### config.mk
export PLATFORM = sky130hd
export DESIGN_NAME = beep_sequencer
export DESIGN_NICKNAME = d
export VERILOG_FILES = /design/src/rtl/parking_pkg.sv /design/src/rtl/ms_tick.sv /design/src/rtl/beep_sequencer.sv
export SDC_FILE = /design/constraint.sdc
export NUM_CORES = 1
export LEC_CHECK = 0
export ABC_AREA = 1
export CAP_MARGIN = 30
export CORE_MARGIN = 2
export CORE_UTILIZATION = 50
export CTS_CLUSTER_DIAMETER = 60
export CTS_CLUSTER_SIZE = 20
export DETAILED_ROUTE_END_ITERATION = 7
export PLACE_DENSITY = 0.81
export SETUP_SLACK_MARGIN = 0.1
export SKIP_LAST_GASP = 1
export SYNTH_ARGS = -nofsm -noshare
export SYNTH_HDL_FRONTEND = slang
export SYNTH_SLANG_ARGS = --single-unit
### constraint.sdc
create_clock -name clk -period 5.9 [get_ports clk]
set_clock_uncertainty 0.05 [all_clocks]
set_input_delay 1.18 -clock clk [delete_from_list [all_inputs] [get_ports clk]]
set_output_delay 1.18 -clock clk [all_outputs]
set_load 0.005 [all_outputs]
### src/rtl/parking_pkg.sv
// Shared types and defaults for the parking-sensor beep path.
`timescale 1ns/1ps
package parking_pkg;

    typedef logic [11:0] dist_t;

    typedef enum logic [1:0] {
        ST_IDLE = 2'd0,
        ST_ON   = 2'd1,
        ST_OFF  = 2'd2,
        ST_CONT = 2'd3
    } beep_state_t;

    localparam logic [7:0] TONE_CODE_DEFAULT = 8'h1C;
    localparam int         NEAR_CM_DEFAULT   = 20;
    localparam int         FAR_CM_DEFAULT    = 200;
    localparam dist_t      ZONE_MID_CM       = 12'd100;

    // Proximity band reported to the display: 3 nearest, 0 out of range.
    function automatic logic [1:0] zone_of(input dist_t d, input dist_t near_cm, input dist_t far_cm);
        logic [1:0] z;
        if (d <= near_cm) begin
            z = 2'd3;
        end else if (d >= far_cm) begin
            z = 2'd0;
        end else if (d >= ZONE_MID_CM) begin
            z = 2'd1;
        end else begin
            z = 2'd2;
        end
        return z;
    endfunction

endpackage

### src/rtl/ms_tick.sv
// Millisecond prescaler: one-cycle tick every TICK_DIV clocks.
`timescale 1ns/1ps
module ms_tick #(
    parameter int TICK_DIV = 50000
) (
    input  logic clk,
    input  logic reset,
    output logic tick
);

    localparam int             CW   = (TICK_DIV > 1) ? $clog2(TICK_DIV) : 1;
    localparam logic [CW-1:0]  LAST = CW'(TICK_DIV - 1);

    logic [CW-1:0] cnt_r;
    logic          tick_r;

    // Divider counter with registered tick on wrap.
    always_ff @(posedge clk) begin
        if (reset) begin
            cnt_r  <= '0;
            tick_r <= 1'b0;
        end else if (cnt_r == LAST) begin
            cnt_r  <= '0;
            tick_r <= 1'b1;
        end else begin
            cnt_r  <= cnt_r + CW'(1);
            tick_r <= 1'b0;
        end
    end

    assign tick = tick_r;

endmodule

### src/rtl/beep_sequencer.sv
// Turns ranged distance into a beep cadence: faster as the obstacle nears,
// continuous when very close, silent when far, disabled or data is stale.
`timescale 1ns/1ps
module beep_sequencer
    import parking_pkg::*;
#(
    parameter int         TICK_DIV   = 50000,
    parameter int         NEAR_CM    = NEAR_CM_DEFAULT,
    parameter int         FAR_CM     = FAR_CM_DEFAULT,
    parameter int         BEEP_MS    = 60,
    parameter int         TIMEOUT_MS = 500,
    parameter logic [7:0] TONE_CODE  = TONE_CODE_DEFAULT
) (
    input  logic        clk,
    input  logic        reset,
    input  logic [11:0] distance,
    input  logic        flag,
    input  logic        enable,
    output logic [7:0]  key_code,
    output logic        beep,
    output logic [1:0]  zone,
    output logic        stale
);

    localparam int              TO_W     = (TIMEOUT_MS > 0) ? $clog2(TIMEOUT_MS + 1) : 1;
    localparam logic [TO_W-1:0] TO_MAX   = TO_W'(TIMEOUT_MS);
    localparam dist_t           NEAR_D   = dist_t'(NEAR_CM);
    localparam dist_t           FAR_D    = dist_t'(FAR_CM);
    localparam logic [9:0]      BEEP_CNT = 10'(BEEP_MS);

    logic            tick_s;
    dist_t           d_q_r;
    logic [TO_W-1:0] to_cnt_r;
    logic [TO_W-1:0] to_cnt_next_s;
    logic            stale_r;
    beep_state_t     state_r;
    beep_state_t     state_next_s;
    logic [9:0]      cnt_r;
    logic [9:0]      cnt_next_s;
    logic [9:0]      cnt_dec_s;
    logic [12:0]     off_ms_s;
    logic            near_s;
    logic            force_idle_s;
    logic            expired_s;
    logic            beep_next_s;
    logic            beep_r;
    logic [7:0]      key_code_r;
    logic [1:0]      zone_r;

    ms_tick #(.TICK_DIV(TICK_DIV)) u_tick (
        .clk   (clk),
        .reset (reset),
        .tick  (tick_s)
    );

    // Timeout counter: a fresh measurement always beats a coincident tick.
    always_comb begin
        to_cnt_next_s = to_cnt_r;
        if (flag) begin
            to_cnt_next_s = '0;
        end else if (tick_s && (to_cnt_r != TO_MAX)) begin
            to_cnt_next_s = to_cnt_r + TO_W'(1);
        end else begin
            to_cnt_next_s = to_cnt_r;
        end
    end

    // Gap after each beep grows 2 ms per cm beyond the near threshold.
    always_comb begin
        off_ms_s     = 13'd0;
        near_s       = (d_q_r <= NEAR_D);
        force_idle_s = !enable || stale_r || (d_q_r >= FAR_D);
        expired_s    = (cnt_r == 10'd0) || (tick_s && (cnt_r == 10'd1));
        cnt_dec_s    = (tick_s && (cnt_r != 10'd0)) ? (cnt_r - 10'd1) : cnt_r;
        if (d_q_r > NEAR_D) begin
            off_ms_s = {d_q_r - NEAR_D, 1'b0};
        end else begin
            off_ms_s = 13'd0;
        end
    end

    // Cadence FSM next-state and period counter.
    always_comb begin
        state_next_s = state_r;
        cnt_next_s   = cnt_r;
        case (state_r)
            ST_IDLE: begin
                if (force_idle_s) begin
                    state_next_s = ST_IDLE;
                    cnt_next_s   = 10'd0;
                end else if (near_s) begin
                    state_next_s = ST_CONT;
                    cnt_next_s   = 10'd0;
                end else begin
                    state_next_s = ST_ON;
                    cnt_next_s   = BEEP_CNT;
                end
            end
            ST_ON: begin
                if (force_idle_s) begin
                    state_next_s = ST_IDLE;
                    cnt_next_s   = 10'd0;
                end else if (expired_s) begin
                    if (off_ms_s == 13'd0) begin
                        state_next_s = ST_IDLE;
                        cnt_next_s   = 10'd0;
                    end else begin
                        state_next_s = ST_OFF;
                        cnt_next_s   = off_ms_s[9:0];
                    end
                end else begin
                    cnt_next_s = cnt_dec_s;
                end
            end
            ST_OFF: begin
                if (force_idle_s) begin
                    state_next_s = ST_IDLE;
                    cnt_next_s   = 10'd0;
                end else if (near_s) begin
                    state_next_s = ST_CONT;
                    cnt_next_s   = 10'd0;
                end else if (expired_s) begin
                    state_next_s = ST_ON;
                    cnt_next_s   = BEEP_CNT;
                end else if (off_ms_s < {3'b000, cnt_dec_s}) begin
                    cnt_next_s = off_ms_s[9:0];
                end else begin
                    cnt_next_s = cnt_dec_s;
                end
            end
            ST_CONT: begin
                if (force_idle_s) begin
                    state_next_s = ST_IDLE;
                    cnt_next_s   = 10'd0;
                end else if (!near_s) begin
                    state_next_s = ST_OFF;
                    cnt_next_s   = off_ms_s[9:0];
                end else begin
                    state_next_s = ST_CONT;
                    cnt_next_s   = 10'd0;
                end
            end
            default: begin
                state_next_s = ST_IDLE;
                cnt_next_s   = 10'd0;
            end
        endcase
        beep_next_s = (state_next_s == ST_ON) || (state_next_s == ST_CONT);
    end

    // Distance latch and measurement-age tracking.
    always_ff @(posedge clk) begin
        if (reset) begin
            d_q_r    <= 12'hFFF;
            to_cnt_r <= TO_MAX;
            stale_r  <= 1'b1;
        end else begin
            if (flag) begin
                d_q_r <= distance;
            end
            to_cnt_r <= to_cnt_next_s;
            stale_r  <= (to_cnt_next_s == TO_MAX);
        end
    end

    // State register and registered tone outputs.
    always_ff @(posedge clk) begin
        if (reset) begin
            state_r    <= ST_IDLE;
            cnt_r      <= 10'd0;
            beep_r     <= 1'b0;
            key_code_r <= 8'h00;
            zone_r     <= 2'd0;
        end else begin
            state_r    <= state_next_s;
            cnt_r      <= cnt_next_s;
            beep_r     <= beep_next_s;
            key_code_r <= beep_next_s ? TONE_CODE : 8'h00;
            zone_r     <= (!enable || stale_r) ? 2'd0 : zone_of(d_q_r, NEAR_D, FAR_D);
        end
    end

    assign beep     = beep_r;
    assign key_code = key_code_r;
    assign zone     = zone_r;
    assign stale    = stale_r;

endmodule

==> flow_summary.json <==
{
  "status": "completed",
  "wl_per_cell_um": 11.9,
  "fin_nets": 580,
  "power_w": 0.000681,
  "layout_common_cells": "nand2_1, inv_1, nor2_1",
  "p_per_area_nw_per_um2": 177,
  "fillers": 625,
  "fp.coreArea_um2": 6790,
  "cts_buffers": 5,
  "maxClockFrequency_mhz": 314,
  "die_h_um": 87.7,
  "start_util": 0.516,
  "synth_warnings": 0,
  "ios": 28,
  "htreeDepth": 2,
  "clock_sinks": 53,
  "yosysTopAreaCell": "dfxtp_1",
  "min_period_ps": 3190,
  "relSlewSlack": 0.459,
  "clk_path_buf_depth": 2,
  "cts.clk_slew.worst_paths_ps": 100,
  "grtUsageTotal": 0.209,
  "multiInputGateArea_um2": 2070,
  "met2_usage": 0.357,
  "synth-seq-cells": 53,
  "vdd_drop_max_uv": 147,
  "tightest_slew_ps": 810,
  "path_class": "reg -> reg",
  "yosysTopAreaCellShare": 0.303,
  "whs_ps": 413,
  "synthCells": 531,
  "worst_r2r_endpoint": "cnt_r[2]",
  "diodes": 0,
  "postRouteAntennaNets": 0,
  "setup_viol": 0,
  "cts_tree": "done",
  "hold_path_class": "reg -> reg",
  "fp.dieArea_um2": 7700,
  "start_kind": "register",
  "port_buffers": 22,
  "dr.pass1.iters": 5,
  "period_share": 0.540,
  "cts_resized": 0,
  "placed_area_um2": 3750,
  "cp.arrival_ps": 3390,
  "whs_path_depth": 1,
  "clock_tree.root_cell": "clkbuf_8",
  "timing.rr.start": "cnt_r[0]",
  "netlist_area_um2": 3510,
  "row_count": 30,
  "dr.first_iter.drc_count": 209,
  "r2r_cells": 20,
  "regArea_um2": 1060,
  "die_x_um": 87.7,
  "synth.area.top_cells": "dfxtp_1, nand2_1, inv_1, nor2_1, ha_1",
  "gr-total-overflow": 0,
  "finalHoldViolations": 0,
  "postCtsSetupBuffers": 0,
  "antenna_found_initial": 0,
  "power.leakage_nw": 1.84,
  "grt.busiest_layer": "met2",
  "drc": 0,
  "utilization": 0.567,
  "use_met1": 0.271,
  "gp_congestion": 0.944,
  "slew_viol_final": 0,
  "dp_hpwl_mm": 6.18,
  "syn_area_per_cell_um2": 6.60,
  "required_ps": 6100,
  "wirelength_mm": 7.67,
  "drive_gt1_frac": 0.0547,
  "vias": 3361,
  "tns_ps": 0,
  "mostFrequentLayoutCell": "nand2_1",
  "grt_pass1_wl_mm": 13.1,
  "min_from": "u_tick.cnt_r[0]",
  "cp_max_fo": 7,
  "synth_seq_area_share": 0.303,
  "hold_end": "u_tick.cnt_r[0]",
  "syn_to_final_growth_pct": 9.85,
  "grtUsageMet3": 0.0292,
  "synthDistinctLibCells": 40,
  "insertion_delay_ps": 310,
  "rsz0062_at_grt": "false",
  "stdcell_area_um2": 3850,
  "ctsHoldBuffers": 0,
  "grt_pass1_vias": 3079,
  "maxCapViolCount": 0,
  "regToRegSetupSlack_ps": 2710,
  "via_per_inst": 5.22,
  "crit_path_end_kind": "register",
  "grt_max_degree": 28
}
area by class of cell:
type / count / area share
sequential: 53 / 0.276
multi-input combinational: 391 / 0.538
inverter: 74 / 0.0721
clock buffer: 6 / 0.0214
clock inverter: 2 / 0.00422
timing repair buffer: 22 / 0.0572
tap: 96 / 0.0312
critical path, stage by stage (launching register included):
cell	delay, ps
dfxtp_1	380
inv_1	70
ha_1	210
inv_1	70
nor2_1	60
nand3_1	110
nand3_1	180
nor3_2	310
nand2_1	140
xor2_1	190
ha_1	280
inv_1	40
o31ai_1	390
a21oi_4	130
nand2_4	120
nand2_4	60
nand2_4	80
nand2_1	60
nand3_1	60
nand2_1	50
nand2_1	70
worst max path at each step:
| stage | start | to | slack (ps) | depth (start not counted) |
|---|---|---|---|---|
| after global placement | reset | u_tick.cnt_r[9] | 2760 | 5 |
| after CTS | cnt_r[0] | cnt_r[2] | 2730 | 20 |
| final | cnt_r[0] | cnt_r[2] | 2710 | 20 |
| after floorplan | cnt_r[0] | cnt_r[3] | 3220 | 19 |
| after detailed placement | flag | stale | 2690 | 6 |
| after global routing | d_q_r[2] | cnt_r[3] | 2390 | 20 |
synthesized netlist by cell type, drive strengths merged:
cell / number
ha: 17
o22ai: 1
o21ai: 28
xor2: 16
nor3: 14
nand3b: 4
o211ai: 2
inv: 74
a211oi: 1
clkbuf: 7
o21a: 1
o31ai: 1
nand2: 136
and2: 1
or2: 3
conb: 1
nor2: 69
nor3b: 2
a21o: 1
o21bai: 1
nand3: 42
a21oi: 28
nand4: 8
nor4: 5
dfxtp: 53
buf: 10
o311ai: 1
a31oi: 2
xnor2: 2
metrics by stage:
step	setup slack (ps)	cells
6_report	2710	644
2_1_floorplan	3220	535
3_5_place_dp	2690	636
3_3_place_gp	2760	636
4_1_cts	2730	644
5_1_grt	2390	644
report_power, final:
part / switching (W) / internal, W
combinational: 0.0000510 / 0.0000318
clock: 0.000123 / 0.0000968
sequential: 0.00000982 / 0.000368
total: 0.000184 / 0.000497
cells by family (layout without fill, tap and decap cells):
logic type / Yosys count / in the layout / share of synthesized area
other: 1 / 5 / 0.00107
XOR/XNOR: 18 / 18 / 0.0450
adder cells (fa/ha/maj): 17 / 17 / 0.0607
AO/OA/AOI/OAI: 67 / 67 / 0.108
AND/OR/NAND/NOR: 284 / 284 / 0.372
buffers and inverters: 91 / 104 / 0.110
flip-flops: 53 / 53 / 0.303
registers in the layout, indices dropped and copies added (netlist names):
register,cells
key_code,1
to_cnt_r,9
d_q_r,12
u_tick.cnt_r,16
state_r,1
u_tick.tick,1
cnt_r,10
stale,1
zone,2
layer usage:
metal  share of wire  vias to the layer above  wire length [um]
li1                -                     1711                 -
met1            0.46                     1535              3550
met2            0.48                      103              3650
met3           0.045                       12               344
met4           0.015                        0               114
met5               0                        -                 0
Note: power is estimated with default switching activity, not from simulation.
